**src/rtl/rf_wport_arbiter_if.sv**
```systemverilog
// Bundle of the pipeline, long-latency, hazard and RF write-port signals
// around rf_wport_arbiter. The pipeline/bench drives through master; the
// arbiter sits on slave.
interface rf_wport_arbiter_if;
   logic        wb_wr;
   logic [4:0]  wb_a3;
   logic [31:0] wb_wd;
   logic [31:0] wb_pc;
   logic        lu_valid;
   logic        lu_ready;
   logic [4:0]  lu_a3;
   logic [31:0] lu_wd;
   logic [31:0] lu_pc;
   logic [4:0]  hz_a1;
   logic [4:0]  hz_a2;
   logic [4:0]  hz_a3;
   logic        hz_stall;
   logic        stall_req;
   logic        rf_wr;
   logic [4:0]  rf_a3;
   logic [31:0] rf_wd;

   modport master (
      output wb_wr, wb_a3, wb_wd, wb_pc,
      output lu_valid, lu_a3, lu_wd, lu_pc,
      output hz_a1, hz_a2, hz_a3,
      input  lu_ready, hz_stall, stall_req,
      input  rf_wr, rf_a3, rf_wd
   );

   modport slave (
      input  wb_wr, wb_a3, wb_wd, wb_pc,
      input  lu_valid, lu_a3, lu_wd, lu_pc,
      input  hz_a1, hz_a2, hz_a3,
      output lu_ready, hz_stall, stall_req,
      output rf_wr, rf_a3, rf_wd
   );
endinterface

```
**src/rtl/rf_wport_arbiter.sv**
```systemverilog
// Register-file write-port arbiter. The W stage has fixed priority and is
// written through combinationally; long-latency results queue in a DEPTH-entry
// FIFO and drain whenever the W stage leaves the port idle. Also provides a
// scoreboard match against queued destinations and a starvation stall request.
// Optional: define RF_WPORT_TRACE_EN to store PCs and print a write trace.
module rf_wport_arbiter #(
   parameter int unsigned DEPTH        = 4,
   parameter int unsigned STARVE_LIMIT = 8
) (
   input logic              clk,
   input logic              reset,
   rf_wport_arbiter_if.slave bus
);
   localparam int unsigned PW = $clog2(DEPTH);
   localparam int unsigned CW = PW + 1;
   localparam int unsigned SW = $clog2(STARVE_LIMIT + 1);

   logic [PW-1:0]    wr_ptr_q, wr_ptr_d;
   logic [PW-1:0]    rd_ptr_q, rd_ptr_d;
   logic [CW-1:0]    count_q, count_d;
   logic [DEPTH-1:0] valid_q, valid_d;
   logic [SW-1:0]    starve_q, starve_d;
   logic             stall_q, stall_d;

   logic [4:0]       a3_mem [DEPTH];
   logic [31:0]      wd_mem [DEPTH];

   logic             a_active;
   logic             empty;
   logic             drain;
   logic             push;

   // r0 writes from the W stage are treated as idle so the FIFO can use the port.
   assign a_active     = bus.wb_wr && (bus.wb_a3 != 5'd0);
   assign empty        = (count_q == '0);
   assign drain        = !a_active && !empty;
   assign bus.lu_ready = (count_q < CW'(DEPTH));
   // Zero-destination results complete the handshake but are dropped.
   assign push         = bus.lu_valid && bus.lu_ready && (bus.lu_a3 != 5'd0);
   assign bus.stall_req = stall_q;

   // Next-state for pointers, count, valid bits and the starvation tracker.
   always_comb begin
      wr_ptr_d = wr_ptr_q;
      rd_ptr_d = rd_ptr_q;
      count_d  = count_q;
      valid_d  = valid_q;
      starve_d = starve_q;
      stall_d  = stall_q;
      if (drain) begin
         valid_d[rd_ptr_q] = 1'b0;
         rd_ptr_d          = rd_ptr_q + PW'(1);
      end
      if (push) begin
         valid_d[wr_ptr_q] = 1'b1;
         wr_ptr_d          = wr_ptr_q + PW'(1);
      end
      unique case ({push, drain})
         2'b10:   count_d = count_q + CW'(1);
         2'b01:   count_d = count_q - CW'(1);
         default: count_d = count_q;
      endcase
      if (empty || drain) begin
         starve_d = '0;
      end else if (a_active && (starve_q < SW'(STARVE_LIMIT))) begin
         starve_d = starve_q + SW'(1);
      end
      if (empty || drain) begin
         stall_d = 1'b0;
      end else if (starve_d == SW'(STARVE_LIMIT)) begin
         stall_d = 1'b1;
      end
   end

   // Control state with asynchronous reset; queued entries are discarded.
   always_ff @(posedge clk or posedge reset) begin
      if (reset) begin
         wr_ptr_q <= '0;
         rd_ptr_q <= '0;
         count_q  <= '0;
         valid_q  <= '0;
         starve_q <= '0;
         stall_q  <= 1'b0;
      end else begin
         wr_ptr_q <= wr_ptr_d;
         rd_ptr_q <= rd_ptr_d;
         count_q  <= count_d;
         valid_q  <= valid_d;
         starve_q <= starve_d;
         stall_q  <= stall_d;
      end
   end

   // Payload storage; only meaningful where the valid bit is set.
   always_ff @(posedge clk) begin
      if (push) begin
         a3_mem[wr_ptr_q] <= bus.lu_a3;
         wd_mem[wr_ptr_q] <= bus.lu_wd;
      end
   end

   // Write-port mux: W stage first, then FIFO head, else idle.
   always_comb begin
      bus.rf_wr = 1'b0;
      bus.rf_a3 = 5'd0;
      bus.rf_wd = 32'd0;
      if (a_active) begin
         bus.rf_wr = 1'b1;
         bus.rf_a3 = bus.wb_a3;
         bus.rf_wd = bus.wb_wd;
      end else if (drain) begin
         bus.rf_wr = 1'b1;
         bus.rf_a3 = a3_mem[rd_ptr_q];
         bus.rf_wd = wd_mem[rd_ptr_q];
      end
   end

   // Scoreboard: any queued destination (including the head being drained).
   always_comb begin
      bus.hz_stall = 1'b0;
      for (int i = 0; i < int'(DEPTH); i++) begin
         if (valid_q[i] &&
             (((bus.hz_a1 != 5'd0) && (a3_mem[i] == bus.hz_a1)) ||
              ((bus.hz_a2 != 5'd0) && (a3_mem[i] == bus.hz_a2)) ||
              ((bus.hz_a3 != 5'd0) && (a3_mem[i] == bus.hz_a3)))) begin
            bus.hz_stall = 1'b1;
         end
      end
   end

`ifdef RF_WPORT_TRACE_EN
   logic [31:0] pc_mem [DEPTH];

   // PC storage alongside each queued result.
   always_ff @(posedge clk) begin
      if (push) begin
         pc_mem[wr_ptr_q] <= bus.lu_pc;
      end
   end

   // Write trace for every non-r0 RF write.
   always_ff @(posedge clk) begin
      if (bus.rf_wr && (bus.rf_a3 != 5'd0)) begin
         $display("%h: $%d <= %h", a_active ? bus.wb_pc : pc_mem[rd_ptr_q], bus.rf_a3, bus.rf_wd);
      end
   end
`else
   wire unused_pc = ^{bus.wb_pc, bus.lu_pc};
`endif

endmodule
```
**src/flat_wrapper.sv**
```systemverilog
// flat-port wrapper written by rule: the top's interface ports become plain ports
module rf_wport_arbiter_flat 
#(
   parameter int unsigned DEPTH        = 4,
   parameter int unsigned STARVE_LIMIT = 8
)
  (clk, reset, bus_wb_wr, bus_wb_a3, bus_wb_wd, bus_wb_pc, bus_lu_valid, bus_lu_a3, bus_lu_wd, bus_lu_pc, bus_hz_a1, bus_hz_a2, bus_hz_a3, bus_lu_ready, bus_hz_stall, bus_stall_req, bus_rf_wr, bus_rf_a3, bus_rf_wd);
  rf_wport_arbiter_if bus_i ();
  input logic clk;
  input logic reset;
  input wire logic [$bits(bus_i.wb_wr)-1:0] bus_wb_wr;
  input wire logic [$bits(bus_i.wb_a3)-1:0] bus_wb_a3;
  input wire logic [$bits(bus_i.wb_wd)-1:0] bus_wb_wd;
  input wire logic [$bits(bus_i.wb_pc)-1:0] bus_wb_pc;
  input wire logic [$bits(bus_i.lu_valid)-1:0] bus_lu_valid;
  input wire logic [$bits(bus_i.lu_a3)-1:0] bus_lu_a3;
  input wire logic [$bits(bus_i.lu_wd)-1:0] bus_lu_wd;
  input wire logic [$bits(bus_i.lu_pc)-1:0] bus_lu_pc;
  input wire logic [$bits(bus_i.hz_a1)-1:0] bus_hz_a1;
  input wire logic [$bits(bus_i.hz_a2)-1:0] bus_hz_a2;
  input wire logic [$bits(bus_i.hz_a3)-1:0] bus_hz_a3;
  output wire logic [$bits(bus_i.lu_ready)-1:0] bus_lu_ready;
  output wire logic [$bits(bus_i.hz_stall)-1:0] bus_hz_stall;
  output wire logic [$bits(bus_i.stall_req)-1:0] bus_stall_req;
  output wire logic [$bits(bus_i.rf_wr)-1:0] bus_rf_wr;
  output wire logic [$bits(bus_i.rf_a3)-1:0] bus_rf_a3;
  output wire logic [$bits(bus_i.rf_wd)-1:0] bus_rf_wd;
  assign bus_i.wb_wr = bus_wb_wr;
  assign bus_i.wb_a3 = bus_wb_a3;
  assign bus_i.wb_wd = bus_wb_wd;
  assign bus_i.wb_pc = bus_wb_pc;
  assign bus_i.lu_valid = bus_lu_valid;
  assign bus_i.lu_a3 = bus_lu_a3;
  assign bus_i.lu_wd = bus_lu_wd;
  assign bus_i.lu_pc = bus_lu_pc;
  assign bus_i.hz_a1 = bus_hz_a1;
  assign bus_i.hz_a2 = bus_hz_a2;
  assign bus_i.hz_a3 = bus_hz_a3;
  assign bus_lu_ready = bus_i.lu_ready;
  assign bus_hz_stall = bus_i.hz_stall;
  assign bus_stall_req = bus_i.stall_req;
  assign bus_rf_wr = bus_i.rf_wr;
  assign bus_rf_a3 = bus_i.rf_a3;
  assign bus_rf_wd = bus_i.rf_wd;
  rf_wport_arbiter #(.DEPTH(DEPTH), .STARVE_LIMIT(STARVE_LIMIT)) u_core (.clk(clk), .reset(reset), .bus(bus_i));
endmodule
```
**config.mk**
```make
export PLATFORM = sky130hd
export DESIGN_NAME = rf_wport_arbiter_flat
export DESIGN_NICKNAME = d
export VERILOG_FILES = /design/src/rtl/rf_wport_arbiter_if.sv /design/src/rtl/rf_wport_arbiter.sv /design/src/flat_wrapper.sv
export SDC_FILE = /design/constraint.sdc
export NUM_CORES = 1
export LEC_CHECK = 0
export CAP_MARGIN = 5
export CORE_ASPECT_RATIO = 1.75
export CORE_MARGIN = 2
export CORE_UTILIZATION = 57
export CTS_CLUSTER_SIZE = 40
export DETAILED_ROUTE_END_ITERATION = 8
export DONT_BUFFER_PORTS = 1
export GPL_ROUTABILITY_DRIVEN = 0
export HOLD_SLACK_MARGIN = 0.05
export PLACE_DENSITY = 0.75
export SYNTH_ARGS = -nofsm -noshare
export SYNTH_HDL_FRONTEND = slang
export SYNTH_SLANG_ARGS = --single-unit
```
**constraint.sdc**
```tcl
create_clock -name clk -period 2.85 [get_ports clk]
set_input_delay 0.855 -clock clk [delete_from_list [all_inputs] [get_ports clk]]
set_output_delay 0.855 -clock clk [all_outputs]
set_load 0.02 [all_outputs]
```
# Word level (Yosys, flattened, before mapping)
# Memories as Yosys holds them, arrays and structs flattened.
# Index checks and enable logic that the tools add are counted.
[classes]
addsub = 5
order_cmp = 6
n_eq_ne = 15
mux = 23
bitwise = 3
reduce_logical = 42
[ops]
columns = ["operator", "n"]
rows = [
  ["$mux W32", 2],
  ["$eq A5 B5 Y1", 12],
  ["$reduce_bool A5 Y1", 5],
  ["$logic_and A1 B1 Y1", 23],
  ["$mux W4", 4],
  ["$mux W1", 12],
  ["$mux W5", 2],
  ["$logic_or A1 B1 Y1", 9],
  ["$lt A2 B3 Y1 const B", 2],
  ["$pmux W3 S2", 1],
  ["$add A2 B1 Y2 const B", 2],
  ["$add A4 B1 Y4 const B", 1],
  ["$and A4 B4 Y4", 1],
  ["$demux W1 S2", 2],
  ["$eq A4 B4 Y1 const B", 1],
  ["$ge A2 B1 Y1 const B", 2],
  ["$lt A4 B4 Y1 const B", 1],
  ["$not A4 Y4", 1],
  ["$or A4 B4 Y4", 1],
  ["$reduce_bool A2 Y1", 2],
  ["$add A3 B1 Y3 const B", 1],
  ["$logic_not A3 Y1", 1],
  ["$lt A3 B3 Y1 const B", 1],
  ["$sub A3 B1 Y3 const B", 1],
  ["3 further kinds", 4],
]
[word_totals]
reg_bits = 16
ram_bits = 148
inputBits = 157
output_inout_bits = 41
wordCells = 102
n_memories = 2
[memory_table]
columns = ["name", "depth", "width", "rd", "rd_clocked_by_memory_dff", "write_ports", "line", "source"]
rows = [
  ["u_core.wd_mem", 4, 32, 1, 0, 1, "rf_wport_arbiter.sv:26", "logic [31:0] wd_mem [DEPTH];"],
  ["u_core.a3_mem", 4, 5, 5, 0, 1, "rf_wport_arbiter.sv:25", "logic [4:0] a3_mem [DEPTH];"],
]

# Longest topological paths before layout
# Gate-level depths: netlist (run 1).
[depth]
word_depth = 9
mapped_depth = 11
mapped_depth_nobuf = 9

# Least setup slack after synthesis (run 1)
# Ideal clock, no wire load.
[synth_path]
path_type = "input to output"
startpoint = "input port bus_hz_a2[0]"
endpoint = "output port bus_hz_stall"
arrival_time_ns = 2.252
required_ns = 1.995
slack_ns = -0.257
cell_stages = 6
n_path_buf = 1
path_cell_list = "buf_2 or4_1 nor2_1 nor4_1 o31ai_1 nand4_1"
[synth_via]
elab_chain_len = 9
word_cells_on_any_way = 25
cone_classes = "4 x eq/ne; 4 x mux; 17 x reduce/logical"
[synth_lines]
columns = ["element", "line", "source"]
rows = [
  ["start, declared", "flat_wrapper.sv:20", "input wire logic [$bits(bus_i.hz_a2)-1:0] bus_hz_a2;"],
  ["$eq A5 B5 Y1 or $reduce_bool A5 Y1 (tied branches)", "rf_wport_arbiter.sv:124", "((bus.hz_a2 != 5'd0) && (a3_mem[i] == bus.hz_a2)) ||"],
  ["$logic_and A1 B1 Y1", "rf_wport_arbiter.sv:124", ""],
  ["$logic_or A1 B1 Y1", "rf_wport_arbiter.sv:123", "(((bus.hz_a1 != 5'd0) && (a3_mem[i] == bus.hz_a1)) ||"],
  ["$logic_or A1 B1 Y1", "rf_wport_arbiter.sv:124", ""],
  ["$logic_and A1 B1 Y1", "rf_wport_arbiter.sv:122", "if (valid_q[i] &&"],
  ["$mux W1 (3 in a row)", "rf_wport_arbiter.sv:122", ""],
  ["$mux W1 (*)", "rf_wport_arbiter.sv:122", ""],
  ["end, declared", "flat_wrapper.sv:23", "output wire logic [$bits(bus_i.hz_stall)-1:0] bus_hz_stall;"],
]
# Mark *: on every way between the ends. The rest lies on a longest branch, timed or not.

# Worst setup path in the final report (run 1)
[layout_path]
startpoint = "input port bus_wb_a3[1]"
endpoint = "output port bus_rf_wd[28]"
[layout_via]
elab_chain_len = 6
[layout_lines]
columns = ["element", "line", "source"]
rows = [
  ["start, declared", "flat_wrapper.sv:12", "input wire logic [$bits(bus_i.wb_a3)-1:0] bus_wb_a3;"],
  ["$reduce_bool A5 Y1 (*)", "rf_wport_arbiter.sv:34", "assign a_active = bus.wb_wr && (bus.wb_a3 != 5'd0);"],
  ["$logic_and A1 B1 Y1 (*)", "rf_wport_arbiter.sv:34", ""],
  ["$logic_not A1 Y1", "rf_wport_arbiter.sv:36", "assign drain = !a_active && !empty;"],
  ["$logic_and A1 B1 Y1", "rf_wport_arbiter.sv:36", ""],
  ["$mux W32", "rf_wport_arbiter.sv:111", "end else if (drain) begin"],
  ["$mux W32 (*)", "rf_wport_arbiter.sv:107", "if (a_active) begin"],
  ["end, declared", "flat_wrapper.sv:27", "output wire logic [$bits(bus_i.rf_wd)-1:0] bus_rf_wd;"],
]
# Marks and branches as above.

==> results of run 1 <==
## placed cells by master (no fill, tap or decap), types with 4 or more instances in the layout
cell / netlist / routed
edfxtp_1: 148 / 148
xnor2_1: 41 / 41
mux4_2: 37 / 37
a22o_4: 0 / 37
xor2_1: 26 / 26
clkbuf_16: 0 / 17
buf_4: 0 / 17
dfrtp_1: 16 / 14
nand3_1: 13 / 13
inv_1: 12 / 12
nor4_1: 12 / 10
ha_1: 10 / 9
clkinv_8: 0 / 7
buf_12: 0 / 7
nand2_1: 6 / 6
inv_6: 0 / 5
or4_4: 0 / 4
nor2_1: 7 / 4
and2_2: 0 / 4
a21o_1: 4 / 4
## worst reg2reg max path: cells and delay by family (launching register included)
kind / cells / cell delay (ns)
xor+xnor: 2 / 0.28
fa+ha+maj: 2 / 0.34
buf+inv: 3 / 0.45
flops: 1 / 0.41
simple gates: 3 / 0.59
## per-layer routing
layer,global-route usage,vias up,part of all wire
li1,-,1717,-
met1,0.240,1986,0.34
met2,0.402,155,0.56
met3,0.0687,37,0.061
met4,0.119,0,0.043
met5,0,-,0
## kinds of logic (layout without fill, tap and decap cells)
| logic type | after synthesis | count (layout) |
|---|---|---|
| muxes | 39 | 39 |
| adders and majority gates | 11 | 11 |
| AOI/OAI and AO/OA | 52 | 52 |
| DFF | 164 | 164 |
| xor gates and xnor gates | 67 | 67 |
| buffers and inverters | 43 | 71 |
| and+or+nand+nor | 55 | 55 |
## synth_stat cells (all sizes together), types with 2 or more instances
master,number
o31ai,4
mux4,37
inv,12
a22o,37
nor2,8
and2,4
nand2,6
nor4,12
or4,4
xor2,26
o21ai,2
ha,10
nand2b,2
a21o,4
mux2i,2
dfrtp,16
clkbuf,14
buf,17
edfxtp,148
xnor2,41
nor3,3
nand3,13
a21oi,2
## how the worst min path moves through the flow
stage / from / slack [ns] / endpoint
6_report: reset / 0.40 / u_core.starve_q[2]
4_1_cts: reset / 0.42 / u_core.bus.stall_req
3_5_place_dp: u_core.valid_q[1] / 0.48 / u_core.valid_q[1]
5_1_grt: reset / 0.44 / u_core.bus.stall_req
3_3_place_gp: u_core.valid_q[2] / 0.48 / u_core.valid_q[2]
2_1_floorplan: u_core.valid_q[0] / 0.45 / u_core.valid_q[0]
## repair_timing
action	CTS	global route
gates resized for setup	5	10
setup buffers	0	5
endpoints found under the setup margin	39	39
gates cloned	1	0
pin swaps	5	28
## sequential cells by signal, summed over array words and instances (netlist names)
name,flops
u_core.valid_q,4
u_core.wr_ptr_q,2
u_core.a3_mem,20
u_core.starve_q,4
u_core.wd_mem,128
u_core.bus.stall_req,1
u_core.count_q,3
u_core.rd_ptr_q,2
## power groups by stage
stage | Clock, uW | Combinational, uW | Sequential, uW
floorplan | 0 | 2120 | 3200
global placement | 0 | 2580 | 3240
detailed placement | 0 | 2630 | 3270
CTS | 2370 | 2660 | 3220
global route | 2460 | 2810 | 3250
finish | 2320 | 2630 | 3220
## per-stage QoR
step | instance area (sq um) | util | hold WS (ns) | worst slack (ns)
3_3_place_gp | 8080 | 0.631 | 0.481 | -0.254
6_report | 8790 | 0.687 | 0.405 | -0.227
2_1_floorplan | 7830 | - | 0.450 | -0.173
4_1_cts | 8760 | 0.684 | 0.417 | -0.213
3_5_place_dp | 8080 | 0.631 | 0.477 | -0.253
5_1_grt | 8790 | 0.687 | 0.444 | -0.251
## final cells by class
type | count | area [sq um]
Multi-Input combinational cell | 224 | 2750
Fill cell | 867 | 4010
Inverter | 12 | 45.0
Clock inverter | 15 | 208
Sequential cell | 164 | 4850
Timing Repair Buffer | 27 | 309
Clock buffer | 17 | 425
Tap cell | 171 | 214
==> impl_metrics.tcl, run 1 <==
set metrics [dict create \
    htreeDepth 4 \
    tightest_slew_ns 0.663 \
    crit_path_end_kind "primary output" \
    powerDensity_nw_per_um2 929 \
    yosysWarnings 0 \
    r2r-start "u_core.count_q[0]" \
    start_kind "input port" \
    async_flop_share 0.0976 \
    startpoint "bus_wb_a3[1]" \
    ys.flop_type "edfxtp_1" \
    routedWlPerCell_microns 23.7 \
    criticalPathCategory "in -> out" \
    fp.dieW_microns 90.0 \
    setup.worst_path.end "bus_rf_wd[28]" \
    remaining_drc_errors 0 \
    grt-ovfl-total 0 \
    die_y_microns 155 \
    grt_pass1_wl_microns 23300 \
    max_freq_mhz 325 \
    muxShareOfSynthArea 0.116 \
    portBuffers 0 \
    synthSimpleGateAreaFrac 0.0420 \
    first_pass_iters 4 \
    grt_max_degree 26 \
    synth-xor-area-share 0.0795 \
    slew_viol_final 0 \
    synth_fa_ha_area_frac 0.0197 \
    area_growth_pct 19.1 \
    coreArea_sq_um 12800 \
    hpwl_microns 10500 \
    numCtsBuffers 17 \
    num_vias 3895 \
    syn_avg_cell_area_sq_um 17.1 \
    setup_viol 39 \
    power_frac_seq 0.394 \
    synth_top_family_by_area "multiplexers" \
    yosysTopAreaCell "edfxtp_1" \
    hold_viol_final 0 \
    fin_crit_sh 1.08 \
    path_clk_slew_ns 0.08 \
    rsz0062_at_grt "yes" \
    ys_types 33 \
    antenna_cells 0 \
    cp.required_ns 2.00 \
    rows 55 \
    crit_family "compound AO/OA/AOI/OAI gates" \
    ctsRootBufferMaster "clkbuf_16" \
    r2r_end "u_core.count_q[2]" \
    syn_inst 431 \
    slowest_stage "or4_4" \
    antenna_found_initial 0 \
    max-slew-margin-rel 0.557 \
    ant_nets 0 \
    drive_gt1_frac 0.336 \
    instances_no_fill 630 \
    start_util 0.577 \
    ios 198 \
    yosysTopAreaCellShare 0.602 \
    internal-power_uw 5570 \
    die_area_sq_um 13900 \
    grt_pass1_vias 4189 \
    clock_sinks 164 \
    ys_seq_area_frac 0.656 \
    setup_slack_ns -0.227 \
    pwr-share-clk 0.284 \
    clk_path_buf_depth 2 \
    hp-class "in -> async" \
    synth_edf_count 148 \
    violations "negative setup slack" \
    finalClockSkew_ns 0.0120 \
    p_leak_uw 0.00303 \
    fin_tns_setup_ns -7.43 \
    finalPower_uw 8170 \
    clock_latency_ns 0.42 \
    drt-total-wl_microns 14900 \
    drtIter0Drc 229 \
    crit_fanout 10 \
    drv_cap 0 \
    pwr-share-comb 0.322 \
    slowest_delay_ns 0.51 \
    final_nets 614 \
    ys_top_cells_by_area "edfxtp_1, mux4_2, dfrtp_1" \
    switching_power_uw 2600 \
    syn_nets 599 \
    reg2reg_slack_ns 0.68 \
    synthesis.area_sq_um 7380 \
    reg2reg_depth 10 \
    p_sw_frac 0.319 \
    path_cells "or4_4 -> o21a_4 -> buf_4 -> buf_12 -> a22o_4" \
    grt_use_total 0.226 \
    dp_cells 594 \
    cp.arrival_ns 2.22 \
    cts_tree "yes" \
    min_period_ns 3.08 \
    synth_seq_cells 164 \
    viasPerCell 6.18 \
    cp.buffers_inverters 2 \
    cts_hold_buf 0 \
    peakVddDrop_mv 0.628 \
    synth-compound-area-share 0.0580 \
    run_status "finished, violations left" \
    path_depth 5 \
]
(Power assumes the default switching activity.)
==> run 2: changes to the inputs <==
--- a/config.mk
+++ b/config.mk
@@ -15,6 +15,7 @@
 export GPL_ROUTABILITY_DRIVEN = 0
 export HOLD_SLACK_MARGIN = 0.05
 export PLACE_DENSITY = 0.75
+export REMOVE_ABC_BUFFERS = 1
 export SYNTH_ARGS = -nofsm -noshare
 export SYNTH_HDL_FRONTEND = slang
 export SYNTH_SLANG_ARGS = --single-unit
==> run 2 against run 1 <==
  * The run still ends with negative setup slack left
  * Register-to-register slack about the same
  * Count of clock-buffer cells in the layout unchanged
  * Hold slack worse by 0.010 ns
  * Worst setup slack got worse by 0.034 ns
  * Non-clock buffer count is 2 lower
  * Cell area fell by 1.6%
  * Via count increased by 1.3%
  * Global-route usage rose by 0.72 points
  * Wire length up 6.5%
  * Largest power group unchanged
==> impl_metrics.tcl, run 2 (synthesis results as in run 1) <==
set metrics [dict create \
    run_status "finished, violations left" \
    violations "negative setup slack" \
    pwr-share-clk 0.262 \
    numCtsBuffers 17 \
    antenna_cells 0 \
    portBuffers 0 \
    area_growth_pct 17.2 \
    fin_crit_sh 1.09 \
    reg2reg_depth 10 \
    setup.worst_path.end "bus_rf_wd[1]" \
    final_common_cell "edfxtp_1" \
    grt_max_degree 37 \
    max-slew-margin-rel 0.587 \
    layout_common_cells "edfxtp_1, xnor2_1, mux4_2, a22o_4, xor2_1" \
    clock_latency_ns 0.42 \
    hpwl_microns 10400 \
    grt_pass1_wl_microns 23800 \
    start_kind "input port" \
    tightest_slew_ns 0.619 \
    largest_register "u_core.wd_mem" \
    max_freq_mhz 321 \
    fp.dieW_microns 90.0 \
    cts_tree "yes" \
    num_vias 3944 \
    power_frac_seq 0.407 \
    path_clk_slew_ns 0.06 \
    coreArea_sq_um 12800 \
    grt-ovfl-total 0 \
    p_leak_uw 0.00297 \
    reg.largest.list "u_core.wd_mem x128, u_core.a3_mem x20" \
    die_y_microns 155 \
    pwr-share-comb 0.332 \
    crit_path_end_kind "primary output" \
    slowest_delay_ns 0.51 \
    drive_gt1_frac 0.326 \
    crit_fanout 17 \
    cp.arrival_ns 2.26 \
    start_util 0.577 \
    r2r_end "u_core.count_q[2]" \
    reg2reg_slack_ns 0.69 \
    ant_nets 0 \
    ios 198 \
    drt-total-wl_microns 15900 \
    die_area_sq_um 13900 \
    htreeDepth 4 \
    remaining_drc_errors 0 \
    post-route-util 0.676 \
    internal-power_uw 5420 \
    hold_viol_final 0 \
    finalClockSkew_ns 0.0102 \
    path_cells "or4_4 -> o21a_4 -> nor2_8 -> buf_12 -> a22o_2" \
    drtIter0Drc 189 \
    first_pass_iters 4 \
    grt_pass1_vias 4250 \
    timing.hold.ws_ns 0.395 \
    hp-class "in -> async" \
    criticalPathCategory "in -> out" \
    peakVddDrop_mv 0.940 \
    setup_viol 39 \
    clk_path_buf_depth 2 \
    slowest_stage "or4_4" \
    r2r-start "u_core.count_q[0]" \
    clock_sinks 164 \
    rsz0062_at_grt "yes" \
    largest_reg_flops 128 \
    powerDensity_nw_per_um2 918 \
    cp.required_ns 2.00 \
    setup_slack_ns -0.261 \
    min_period_ns 3.11 \
    slew_viol_final 0 \
    switching_power_uw 2530 \
    viasPerCell 6.28 \
    cts_hold_buf 0 \
    grt_use_total 0.233 \
    ctsRootBufferMaster "clkbuf_16" \
    antenna_found_initial 0 \
    routedWlPerCell_microns 25.3 \
    final_nets 612 \
    drv_cap 0 \
    p_sw_frac 0.318 \
    rows 55 \
    startpoint "bus_wb_a3[1]" \
]
run 2: cell type report:
| cell class | count | area (sq um) |
|---|---|---|
| clock buffers | 17 | 425 |
| clock inverters | 15 | 124 |
| fillers | 890 | 4150 |
| inverters | 12 | 45.0 |
| multi-input cells | 224 | 2660 |
| flip-flops and latches | 164 | 4850 |
| well taps | 171 | 214 |
| repair buffers | 25 | 342 |
run 2: what timing repair did:
action,CTS,global route
hold endpoints to repair,0,0
gates resized for setup,51,15
endpoints found under the setup margin,39,39
pin swaps,10,7
setup buffers,1,3
cloned,1,1
run 2: metal layers:
metal,up-vias,part of all wire,GRT usage
li1,1715,-,-
met1,2044,0.33,0.245
met2,146,0.58,0.429
met3,39,0.058,0.0580
met4,0,0.036,0.119
met5,-,0,0
run 2: power groups by stage:
stage / Clock (uW) / Sequential [uW] / Combinational (uW)
after floorplan: 0 / 3380 / 1550
after global placement: 0 / 3250 / 2300
after detailed placement: 0 / 3280 / 2350
after CTS: 2120 / 3230 / 2560
after global routing: 2210 / 3260 / 2820
final: 2080 / 3230 / 2630
run 2: per-stage QoR:
step / worst slack, ns / instance area (sq um) / TNS, ns / cells / total power, uW
6_report: -0.261 / 8650 / -8.23 / 628 / 7950
5_1_grt: -0.291 / 8650 / -9.20 / 628 / 8290
4_1_cts: -0.254 / 8520 / -8.56 / 624 / 7910
3_5_place_dp: -0.311 / 7670 / -11.46 / 590 / 5630
3_3_place_gp: -0.284 / 7670 / -10.54 / 590 / 5550
2_1_floorplan: -0.684 / 7210 / -26.91 / 400 / 4930
run 2: worst max-delay path: cells and delay by family:
kind | cells | cell delay [ns]
simple gates | 2 | 0.70
compound gates | 2 | 0.49
buf+inv | 1 | 0.20
run 2: how the worst min path moves through the flow:
stage,to,start
final,u_core.bus.stall_req,reset
after global routing,u_core.bus.stall_req,reset
after CTS,u_core.bus.stall_req,reset
after detailed placement,u_core.valid_q[3],u_core.valid_q[3]
after global placement,u_core.valid_q[3],u_core.valid_q[3]
after floorplan,u_core.valid_q[0],u_core.valid_q[0]
